[src/rtl/alu_arbiter_pkg.sv]
// Shared definitions for the ALU arbiter: opcode constants, zero-flag latency,
// FSM state encoding and the legal-opcode check.
package alu_arbiter_pkg;

  localparam int ALU_Z_LAT = 5;

  localparam logic [4:0] OP_NOP = 5'b00000;
  localparam logic [4:0] OP_01  = 5'b00001;
  localparam logic [4:0] OP_02  = 5'b00010;
  localparam logic [4:0] OP_03  = 5'b00011;
  localparam logic [4:0] OP_04  = 5'b00100;
  localparam logic [4:0] OP_05  = 5'b00101;
  localparam logic [4:0] OP_06  = 5'b00110;
  localparam logic [4:0] OP_07  = 5'b00111;
  localparam logic [4:0] OP_ADD = 5'b01000;
  localparam logic [4:0] OP_SUB = 5'b01001;
  localparam logic [4:0] OP_0A  = 5'b01010;
  localparam logic [4:0] OP_0B  = 5'b01011;
  localparam logic [4:0] OP_1C  = 5'b11100;

  typedef enum logic [1:0] {
    ST_IDLE = 2'd0,
    ST_EXEC = 2'd1,
    ST_DONE = 2'd2
  } state_e;

  function automatic logic op_legal(input logic [4:0] op);
    case (op)
      OP_01, OP_02, OP_03, OP_04, OP_05, OP_06, OP_07,
      OP_ADD, OP_SUB, OP_0A, OP_0B, OP_1C: op_legal = 1'b1;
      default:                             op_legal = 1'b0;
    endcase
  endfunction

endpackage

[src/rtl/alu_rr_pick.sv]
// Two-way round-robin pick: the port other than `last` wins a tie, a sole
// eligible requester always wins.
module alu_rr_pick (
  input  logic [1:0] req,
  input  logic [1:0] mask,
  input  logic       last,
  output logic [1:0] gnt
);

  logic [1:0] elig_s;

  // Grant selection from the eligible request vector
  always_comb begin
    elig_s = req & ~mask;
    if (elig_s == 2'b11) begin
      gnt = last ? 2'b01 : 2'b10;
    end else begin
      gnt = elig_s;
    end
  end

endmodule

[src/rtl/alu_arbiter.sv]
// Arbitrates two masters onto the ALU, holds its inputs until the delayed zero
// flag is valid, then returns result/zero/err with a one-cycle done pulse.
module alu_arbiter
  import alu_arbiter_pkg::*;
#(
  parameter int W     = 16,
  parameter int Z_LAT = ALU_Z_LAT
) (
  input  logic         clk,
  input  logic         rst_n,
  input  logic         req0,
  input  logic         req1,
  input  logic [4:0]   op0,
  input  logic [4:0]   op1,
  input  logic [W-1:0] a0,
  input  logic [W-1:0] b0,
  input  logic [W-1:0] a1,
  input  logic [W-1:0] b1,
  output logic         done0,
  output logic         done1,
  output logic [W-1:0] result,
  output logic         zero,
  output logic         err,
  output logic         busy,
  output logic [4:0]   alu_ctrl,
  output logic [W-1:0] alu_a,
  output logic [W-1:0] alu_b,
  input  logic [W-1:0] alu_data,
  input  logic         alu_z
);

  localparam int            CW       = (Z_LAT < 1) ? 1 : $clog2(Z_LAT + 1);
  localparam logic [CW-1:0] CNT_LAST = CW'(Z_LAT);

  state_e         state_q, state_d;
  logic [CW-1:0]  cnt_q, cnt_d;
  logic           last_q, last_d;
  logic           port_q, port_d;
  logic           mask_q, mask_d;
  logic [4:0]     ctrl_q, ctrl_d;
  logic [W-1:0]   opa_q, opa_d;
  logic [W-1:0]   opb_q, opb_d;
  logic [W-1:0]   result_q, result_d;
  logic           zero_q, zero_d;
  logic           err_q, err_d;
  logic           busy_q, busy_d;
  logic           done0_q, done0_d;
  logic           done1_q, done1_d;

  logic [1:0]     mask_s;
  logic [1:0]     gnt_s;
  logic           sel_s;
  logic [4:0]     sel_op_s;
  logic [W-1:0]   sel_a_s;
  logic [W-1:0]   sel_b_s;

  // The port served last is ineligible for the one IDLE cycle following DONE
  assign mask_s   = mask_q ? (port_q ? 2'b10 : 2'b01) : 2'b00;
  assign sel_s    = gnt_s[1];
  assign sel_op_s = sel_s ? op1 : op0;
  assign sel_a_s  = sel_s ? a1 : a0;
  assign sel_b_s  = sel_s ? b1 : b0;

  alu_rr_pick u_pick (
    .req  ({req1, req0}),
    .mask (mask_s),
    .last (last_q),
    .gnt  (gnt_s)
  );

  // Next-state and registered-output computation
  always_comb begin
    state_d  = state_q;
    cnt_d    = cnt_q;
    last_d   = last_q;
    port_d   = port_q;
    mask_d   = 1'b0;
    ctrl_d   = ctrl_q;
    opa_d    = opa_q;
    opb_d    = opb_q;
    result_d = result_q;
    zero_d   = zero_q;
    err_d    = err_q;
    busy_d   = busy_q;
    done0_d  = 1'b0;
    done1_d  = 1'b0;
    case (state_q)
      ST_IDLE: begin
        if (gnt_s != 2'b00) begin
          port_d = sel_s;
          last_d = sel_s;
          busy_d = 1'b1;
          if (op_legal(sel_op_s)) begin
            state_d = ST_EXEC;
            cnt_d   = {CW{1'b0}};
            ctrl_d  = sel_op_s;
            opa_d   = sel_a_s;
            opb_d   = sel_b_s;
          end else begin
            // Illegal opcodes never reach the ALU and complete at once
            state_d  = ST_DONE;
            result_d = {W{1'b0}};
            zero_d   = 1'b0;
            err_d    = 1'b1;
            done0_d  = ~sel_s;
            done1_d  = sel_s;
          end
        end else begin
          busy_d = 1'b0;
        end
      end
      ST_EXEC: begin
        if (cnt_q == CNT_LAST) begin
          state_d  = ST_DONE;
          cnt_d    = {CW{1'b0}};
          result_d = alu_data;
          zero_d   = alu_z;
          err_d    = 1'b0;
          done0_d  = ~port_q;
          done1_d  = port_q;
          ctrl_d   = OP_NOP;
          opa_d    = {W{1'b0}};
          opb_d    = {W{1'b0}};
        end else begin
          cnt_d = cnt_q + {{(CW-1){1'b0}}, 1'b1};
        end
      end
      ST_DONE: begin
        state_d = ST_IDLE;
        busy_d  = 1'b0;
        mask_d  = 1'b1;
      end
      default: begin
        state_d = ST_IDLE;
        busy_d  = 1'b0;
        ctrl_d  = OP_NOP;
        opa_d   = {W{1'b0}};
        opb_d   = {W{1'b0}};
      end
    endcase
  end

  // State and output registers
  always_ff @(posedge clk or negedge rst_n) begin
    if (!rst_n) begin
      state_q  <= ST_IDLE;
      cnt_q    <= {CW{1'b0}};
      last_q   <= 1'b1;
      port_q   <= 1'b0;
      mask_q   <= 1'b0;
      ctrl_q   <= OP_NOP;
      opa_q    <= {W{1'b0}};
      opb_q    <= {W{1'b0}};
      result_q <= {W{1'b0}};
      zero_q   <= 1'b0;
      err_q    <= 1'b0;
      busy_q   <= 1'b0;
      done0_q  <= 1'b0;
      done1_q  <= 1'b0;
    end else begin
      state_q  <= state_d;
      cnt_q    <= cnt_d;
      last_q   <= last_d;
      port_q   <= port_d;
      mask_q   <= mask_d;
      ctrl_q   <= ctrl_d;
      opa_q    <= opa_d;
      opb_q    <= opb_d;
      result_q <= result_d;
      zero_q   <= zero_d;
      err_q    <= err_d;
      busy_q   <= busy_d;
      done0_q  <= done0_d;
      done1_q  <= done1_d;
    end
  end

  assign done0    = done0_q;
  assign done1    = done1_q;
  assign result   = result_q;
  assign zero     = zero_q;
  assign err      = err_q;
  assign busy     = busy_q;
  assign alu_ctrl = ctrl_q;
  assign alu_a    = opa_q;
  assign alu_b    = opb_q;

endmodule

[config.mk]
export PLATFORM = sky130hd
export DESIGN_NAME = alu_arbiter
export DESIGN_NICKNAME = d
export VERILOG_FILES = /design/src/rtl/alu_arbiter_pkg.sv /design/src/rtl/alu_rr_pick.sv /design/src/rtl/alu_arbiter.sv
export SDC_FILE = /design/constraint.sdc
export NUM_CORES = 1
export LEC_CHECK = 0
export ABC_AREA = 0
export BUFFER_PORTS_ARGS = -buffer_cell sky130_fd_sc_hd__buf_2
export CORE_ASPECT_RATIO = 1.5
export CORE_MARGIN = 8
export CORE_UTILIZATION = 30
export CTS_CLUSTER_DIAMETER = 60
export DETAILED_ROUTE_END_ITERATION = 16
export HOLD_SLACK_MARGIN = 0.06
export SLEW_MARGIN = 20
export SYNTH_ARGS = -nofsm -noshare
export SYNTH_HDL_FRONTEND = slang
export SYNTH_SLANG_ARGS = --single-unit
[constraint.sdc]
create_clock -name clk -period 1.9 [get_ports clk]
set_clock_uncertainty 0.15 [all_clocks]
set_input_delay 0.285 -clock clk [delete_from_list [all_inputs] [get_ports clk]]
set_output_delay 0.285 -clock clk [all_outputs]
set_load 0.005 [all_outputs]
==> results of run 1 <==
[power breakdown]
| part | switching (mW) | internal [mW] | leakage [nW] |
|---|---|---|---|
| Clock | 0.598 | 0.875 | 0.127 |
| Combinational | 1.29 | 1.36 | 1.43 |
| Sequential | 0.257 | 1.88 | 0.869 |
[registers in the layout, summed over array words and instances, names as in the netlist, 2 cells and up]
signal	count
state_q	2
alu_b	16
alu_ctrl	5
alu_a	16
cnt_q	3
result	16
[logic make-up after synthesis]
| logic type | synth area share, % |
|---|---|
| compound gates | 21.2 |
| flops | 54.3 |
| simple gates | 7.39 |
| mux | 12.5 |
| buf+inv | 4.60 |
[final timing paths]
kind,startpoint,to,slack (ps),cells after the start
min reg2reg,alu_b[9],alu_b[9],330,1
min,a1[11],alu_a[11],80,3
max reg2reg,last_q,alu_a[5],1,6
max in group asynchronous,rst_n,last_q,920,3
min in group asynchronous,rst_n,alu_a[9],350,3
max,last_q,alu_a[5],1,6
[tightest hold or removal path: stages]
cell                        delay, ps
sky130_fd_sc_hd__buf_2             70
sky130_fd_sc_hd__mux2i_1           50
sky130_fd_sc_hd__o2bb2ai_1        110
[what timing repair did]
action                                  CTS  global route
endpoints found under the hold margin    82             0
setup buffers                             0             2
resized for setup                         7            10
gates cloned                              0             1
endpoints found under the setup margin   55            59
hold buffers                             18             0
pin swaps                                 3             1
[cell type report]
type | instances | area share (%)
clock buffer | 9 | 4.87
clock inverter | 7 | 1.00
inverter | 4 | 0.325
multi-input combinational | 154 | 29.1
sequential | 66 | 35.8
tap | 117 | 3.16
timing repair buffer | 189 | 25.8
[synth_stat cells]
cell type / count
sky130_fd_sc_hd__dfstp_2: 1
sky130_fd_sc_hd__a32oi_2: 1
sky130_fd_sc_hd__o22ai_1: 1
sky130_fd_sc_hd__buf_6: 7
sky130_fd_sc_hd__buf_4: 1
sky130_fd_sc_hd__nor3_1: 2
sky130_fd_sc_hd__nand2_1: 11
sky130_fd_sc_hd__clkbuf_2: 1
sky130_fd_sc_hd__dfrtp_1: 65
sky130_fd_sc_hd__a22o_1: 18
sky130_fd_sc_hd__nand4_1: 1
sky130_fd_sc_hd__mux2i_1: 37
sky130_fd_sc_hd__clkbuf_1: 5
sky130_fd_sc_hd__o22ai_4: 1
sky130_fd_sc_hd__nor4b_1: 1
sky130_fd_sc_hd__nor2_2: 1
sky130_fd_sc_hd__o221ai_1: 2
sky130_fd_sc_hd__o21ai_1: 1
sky130_fd_sc_hd__a21oi_1: 1
sky130_fd_sc_hd__and3b_1: 2
sky130_fd_sc_hd__a32oi_1: 1
sky130_fd_sc_hd__and3_1: 1
sky130_fd_sc_hd__a31oi_1: 1
sky130_fd_sc_hd__and4b_1: 1
sky130_fd_sc_hd__mux2_1: 1
sky130_fd_sc_hd__a32o_2: 1
sky130_fd_sc_hd__nor2_1: 10
sky130_fd_sc_hd__o2bb2ai_1: 37
sky130_fd_sc_hd__nand3_1: 1
sky130_fd_sc_hd__o21ai_4: 1
sky130_fd_sc_hd__nand3b_1: 1
sky130_fd_sc_hd__or2_2: 1
sky130_fd_sc_hd__inv_1: 4
sky130_fd_sc_hd__or3_1: 2
sky130_fd_sc_hd__and4bb_2: 2
sky130_fd_sc_hd__o311ai_0: 2
sky130_fd_sc_hd__nand2b_1: 3
sky130_fd_sc_hd__o21ai_0: 7
sky130_fd_sc_hd__nor2b_1: 1
sky130_fd_sc_hd__buf_2: 3
[routing by layer]
layer	vias up	track usage [%]
li1	1288	-
met1	1308	14.4
met2	90	23.1
met3	14	5.04
met4	0	5.93
met5	-	0
[metrics by stage]
stage          hold slack [ps]  TNS [ps]  util [%]
6_report                  82.9         0      46.2
5_1_grt                   74.8     -1940      46.2
4_1_cts                   72.7         0      45.3
3_5_place_dp               186     -4300      40.3
3_3_place_gp               178     -1150      40.3
2_1_floorplan             -161         0         -
==> results.sh, run 1 <==
export IMPL_run_status="complete, no violations"
export IMPL_diodes_inserted=0
export IMPL_cp_buffers_inverters=1
export IMPL_io_buffers=152
export IMPL_grt_setup_unrepaired="yes"
export IMPL_post_synth_main_area_contributors="sky130_fd_sc_hd__dfrtp_1, sky130_fd_sc_hd__mux2i_1, sky130_fd_sc_hd__o2bb2ai_1"
export IMPL_drt_first_iter_violations=132
export IMPL_synth_warning_count=0
export IMPL_top_signal_layer_used="met4"
export IMPL_fin_cells=546
export IMPL_initial_utilization_pct=30.4
export IMPL_cts_root_buffer_cell="sky130_fd_sc_hd__clkbuf_16"
export IMPL_grt_first_pass_wirelength_mm=14.7
export IMPL_layout_cells_most_common="sky130_fd_sc_hd__buf_2"
export IMPL_final_fill_count=951
export IMPL_cell_type_contributing_the_most_total_cell_area_after_synthesis="sky130_fd_sc_hd__dfrtp_1"
export IMPL_postRouteWirelength_mm=9.03
export IMPL_place_gp_congestion=0.725
export IMPL_avgViaCountPerCell=4.95
export IMPL_worstMarginPinSlew_ps=346
export IMPL_area_sequential_sq_um=1650
export IMPL_core_area_sq_um=10000
export IMPL_placed_insts=509
export IMPL_htree_levels=3
export IMPL_slew_viol_final=0
export IMPL_setup_worst_path_start_class="register"
export IMPL_crit_family="compound AO/OA/AOI/OAI gates"
export IMPL_clk_path_buf_depth=2
export IMPL_die_area_sq_um=13700
export IMPL_crit_path_max_incr_delay_ps=530
export IMPL_crit_required_ps=1990
export IMPL_synth_fp_nets=336
export IMPL_endpoint_kind="register"
export IMPL_ys_ff_latch=66
export IMPL_final_cell_mix="sky130_fd_sc_hd__buf_2, sky130_fd_sc_hd__dfrtp_1, sky130_fd_sc_hd__mux2i_1, sky130_fd_sc_hd__o2bb2ai_1"
export IMPL_report_final_setup_viol=0
export IMPL_grt_overflow_total=0
export IMPL_final_hold_viol_count=0
export IMPL_area_growth_pct=51.8
export IMPL_finalNetCount=519
export IMPL_post_synth_instance_area_sq_um=3050
export IMPL_p_total_mw=6.26
export IMPL_dp_slack_ps=-102
export IMPL_p_leak_nw=2.43
export IMPL_cp_max_fo=23
export IMPL_dp_final_hpwl_mm=6.62
export IMPL_critical_path_cell_chain="nand3b_1 -> a32oi_2 -> a32oi_4 -> o21ai_4 -> buf_12 -> o2bb2ai_1"
export IMPL_synth_top_area_share_pct=53.4
export IMPL_tritoncts_num_sinks=66
export IMPL_ir_drop_mv=0.538
export IMPL_globalRouteTotalUtil_pct=13.5
export IMPL_route_detailed_wl_per_inst_um=16.5
export IMPL_count_of_distinct_cell_types_in_the_synthesized_netlist=40
export IMPL_numCtsBuffers=9
export IMPL_std_cell_rows=45
export IMPL_clock_fmax_mhz=527
export IMPL_multi_input_area_sq_um=1350
export IMPL_ioPinCount=153
export IMPL_clk_pin_slew_ps=50
export IMPL_cp_slowest_cell="sky130_fd_sc_hd__dfstp_2"
export IMPL_antenna_found_initial=0
export IMPL_layout_min_cycle_time_ps=1900
export IMPL_wl_met1_mm=3.63
export IMPL_minimum_setup_slack_in_the_final_design_ps=1.44
export IMPL_worst_endpoint_arrival_ps=1990
export IMPL_die_h_um=139
export IMPL_dr_pass1_iters=4
export IMPL_synth_cells=241
export IMPL_power_density_cell_area_nw_per_um2=1350
export IMPL_max_slew_margin_pct=76.8
export IMPL_insertion_delay_ps=320
export IMPL_final_period_utilization_pct=99.9
export IMPL_tritoncts="built"
export IMPL_die_width_um=98.3
export IMPL_met2_length_mm=4.63
export IMPL_timing_worst_setup_path_type="reg2reg"
export IMPL_detail_route_antenna_nets=0
export IMPL_route_vias_total=2700
export IMPL_max_cap_violations=0
export IMPL_grt_start_max_net_pins=67
export IMPL_post_synthesis_mean_instance_area_sq_um=12.6
export IMPL_number_of_global_route_vias_before_repair=2961
export IMPL_path_type_of_the_worst_min_delay_path="in2reg"
export IMPL_synth_sequential_area_ratio_pct=54.3
export IMPL_dr_wl_met3_um=615
export IMPL_postPlaceCellArea_sq_um=4040
export IMPL_drt_drc_violations_left=0
export IMPL_post_route_cells_drive_above_1_share_pct=49.0
export IMPL_postLayoutCellArea_sq_um=4630
(Power assumes the default switching activity.)
==> run 2, diff against run 1 <==
Settings changed: ABC_AREA 0 to 1.
==> run 2 against run 1 <==
Effect of this change: the flow now finishes with violations (negative setup slack); largest power group unchanged; fmax is 6.3% lower; final cell count is 42% higher; die area is 8.8% higher; worst setup slack worse by 130 ps; global-route usage is 1.7 points higher; count of clock-buffer cells in the layout is 3 higher.
==> results.sh, run 2 <==
export IMPL_fin_cells=778
export IMPL_final_period_utilization_pct=107
export IMPL_drt_drc_violations_left=0
export IMPL_placed_insts=736
export IMPL_grt_start_max_net_pins=35
export IMPL_synth_ff_type="sky130_fd_sc_hd__dfrtp_1"
export IMPL_crit_path_end="alu_a[5]"
export IMPL_io_buffers=152
export IMPL_number_of_global_route_vias_before_repair=3729
export IMPL_crit_required_ps=1960
export IMPL_clk_path_buf_depth=2
export IMPL_cell_internal_pwr_mw=4.67
export IMPL_post_synth_instance_area_sq_um=3360
export IMPL_setup_worst_path_start_class="register"
export IMPL_report_final_setup_viol=60
export IMPL_run_status="complete, but fails checks"
export IMPL_area_growth_pct=55.2
export IMPL_detail_route_antenna_nets=0
export IMPL_cell_type_contributing_the_most_total_cell_area_after_synthesis="sky130_fd_sc_hd__dfrtp_1"
export IMPL_critical_path_cell_chain="nand3_4 -> nand2_8 -> nand2_2 -> nand2_2 -> nand2_1 -> nor2_1 -> nand2_2 -> nand3_4 -> nand2_8 -> clkbuf_16 -> nand2_1 -> nand2_1"
export IMPL_path_type_of_the_worst_min_delay_path="in2reg"
export IMPL_switching_share_pct=42.1
export IMPL_worst_endpoint_arrival_ps=2080
export IMPL_tritoncts_num_sinks=66
export IMPL_max_cap_violations=0
export IMPL_final_hold_viol_count=0
export IMPL_post_synth_main_area_contributors="sky130_fd_sc_hd__dfrtp_1, sky130_fd_sc_hd__nand2_1, sky130_fd_sc_hd__nor2_1"
export IMPL_synth_top_area_share_pct=48.4
export IMPL_post_synthesis_mean_instance_area_sq_um=7.72
export IMPL_globalRouteTotalUtil_pct=15.2
export IMPL_fin_hold_ws_ps=191
export IMPL_clock_fmax_mhz=494
export IMPL_drt_first_iter_violations=113
export IMPL_synth_cells=435
export IMPL_post_route_cells_drive_above_1_share_pct=43.9
export IMPL_ys_ff_latch=66
export IMPL_minimum_setup_slack_in_the_final_design_ps=-126
export IMPL_p_leak_nw=2.91
export IMPL_synth_sequential_area_ratio_pct=49.2
export IMPL_synthArstFlopShare_pct=100
export IMPL_place_gp_congestion=0.827
export IMPL_final_cell_mix="sky130_fd_sc_hd__buf_2, sky130_fd_sc_hd__nand2_1, sky130_fd_sc_hd__nor2_1, sky130_fd_sc_hd__dfrtp_1, sky130_fd_sc_hd__nand2_2"
export IMPL_max_slew_margin_pct=64.2
export IMPL_synth_common_cells="sky130_fd_sc_hd__nand2_1, sky130_fd_sc_hd__nor2_1, sky130_fd_sc_hd__dfrtp_1"
export IMPL_route_vias_total=3507
export IMPL_synth_edff_count=0
export IMPL_count_of_distinct_cell_types_in_the_synthesized_netlist=23
export IMPL_clk_pin_slew_ps=50
export IMPL_power_density_cell_area_nw_per_um2=1550
export IMPL_slew_viol_final=0
export IMPL_yosys_cell_count_top_type="sky130_fd_sc_hd__nand2_1"
export IMPL_die_h_um=146
export IMPL_cts_root_buffer_cell="sky130_fd_sc_hd__clkbuf_16"
export IMPL_std_cell_rows=47
export IMPL_synth_fp_nets=530
export IMPL_rr_startpoint="last_q"
export IMPL_finalNetCount=722
export IMPL_antenna_found_initial=0
export IMPL_dp_final_hpwl_mm=8.27
export IMPL_cp_slowest_cell="sky130_fd_sc_hd__dfstp_2"
export IMPL_dp_slack_ps=-140
export IMPL_synth_warning_count=0
export IMPL_grt_overflow_total=0
export IMPL_grt_setup_unrepaired="yes"
export IMPL_whs_path_depth=5
export IMPL_postRouteWirelength_mm=11.3
export IMPL_tritoncts="built"
export IMPL_htree_levels=3
export IMPL_layout_min_cycle_time_ps=2030
export IMPL_ioPinCount=153
export IMPL_violations="negative setup slack"
export IMPL_cp_max_fo=11
export IMPL_final_fill_count=1082
export IMPL_timing_worst_setup_path_type="reg2reg"
export IMPL_numCtsBuffers=9
export IMPL_dr_pass1_iters=4
export IMPL_r2r_depth=12
export IMPL_reg2reg_setup_slack_ps=-130
export IMPL_p_seq_share_pct=26.8
export IMPL_die_area_sq_um=14900
export IMPL_diodes_inserted=0
export IMPL_reg2reg_to="alu_a[5]"
export IMPL_insertion_delay_ps=320
export IMPL_crit_path_max_incr_delay_ps=550
export IMPL_power_clock_fraction_pct=19.7
export IMPL_endpoint_kind="register"
export IMPL_initial_utilization_pct=30.5
export IMPL_route_detailed_wl_per_inst_um=14.5
export IMPL_avgViaCountPerCell=4.51
export IMPL_die_width_um=102
export IMPL_core_area_sq_um=11000
export IMPL_cp_startpoint="last_q"
export IMPL_grt_first_pass_wirelength_mm=17.9
export IMPL_worstMarginPinSlew_ps=537
export IMPL_layout_cells_most_common="sky130_fd_sc_hd__buf_2"
export IMPL_power_share_combinational_pct=53.5
export IMPL_ir_drop_mv=0.700
export IMPL_total_switching_power_mw=3.40
run 2: cell types whose count changed in the layout (fill, tap and decap cells not counted), sizes merged, moves of 4 or more:
| cell | change |
|---|---|
| nand2 | +158 |
| a22o | -18 |
| inv | +10 |
| clkbuf | +4 |
| mux2i | -37 |
| o21ai | +26 |
| buf | +11 |
| nand3 | +42 |
| nand4 | +4 |
| o2bb2ai | -37 |
| nor2 | +66 |
run 2: cells by family after synthesis:
| family | after synthesis | synth area share (%) |
|---|---|---|
| compound gates | 39 | 5.89 |
| xor+xnor | 1 | 0.261 |
| buf+inv | 36 | 5.66 |
| flops | 66 | 49.2 |
| simple gates | 293 | 39.0 |
run 2: area by class of cell:
type                    count  area (sq um)  share of cell area, %
multi-input cells         335          1750                   33.6
flip-flops and latches     66          1650                   31.7
repair buffers            201          1280                   24.6
clock buffers              12           246                   4.73
well taps                 147           184                   3.53
inverters                  14          55.1                   1.06
clock inverters             3          40.0                  0.768
run 2: what timing repair did:
action / CTS / global route
hold buffers: 18 / 0
endpoints found under the hold margin: 36 / 0
setup endpoints to repair: 60 / 62
gates resized for setup: 13 / 48
cloned: 2 / 2
setup buffers: 4 / 1
pin swaps: 4 / 0
run 2: through the flow:
| stage | util (%) | total power [mW] | setup TNS, ps | instance area, sq um |
|---|---|---|---|---|
| after floorplan | - | 4.35 | 0 | 3360 |
| after global placement | 40.2 | 5.55 | -2160 | 4420 |
| after detailed placement | 40.2 | 5.65 | -6130 | 4420 |
| after CTS | 45.4 | 7.59 | -2990 | 5000 |
| after global routing | 47.4 | 8.71 | -11470 | 5210 |
| final | 47.4 | 8.07 | -4350 | 5210 |
run 2: worst min path at each step:
stage | startpoint | to
after floorplan | rst_n | alu_a[0]
after global placement | rst_n | result[0]
after detailed placement | rst_n | result[0]
after CTS | b0[2] | alu_b[2]
after global routing | a0[6] | alu_a[6]
final | b0[2] | alu_b[2]
run 2: metal layers:
layer  up-vias  global-route usage [%]  part of all wire (%)
met5         -                       0                     0
li1       1764                       -                     -
met2       115                    26.3                    52
met3        15                    4.98                   6.9
met4         0                    5.31                   1.8
met1      1613                    16.5                    39
run 2: power by group through the flow:
stage	combinational (mW)	sequential [mW]	clock (mW)
6_report	4.32	2.16	1.59
5_1_grt	4.77	2.22	1.73
4_1_cts	3.83	2.11	1.66
3_5_place_dp	3.52	2.13	0
3_3_place_gp	3.43	2.12	0
2_1_floorplan	2.22	2.13	0
run 2: worst max-delay path: cells and delay by family (launching register included):
family                 cells  cell delay, ps
buffers and inverters      1             180
DFF                        1             550
and+or+nand+nor           11            1040
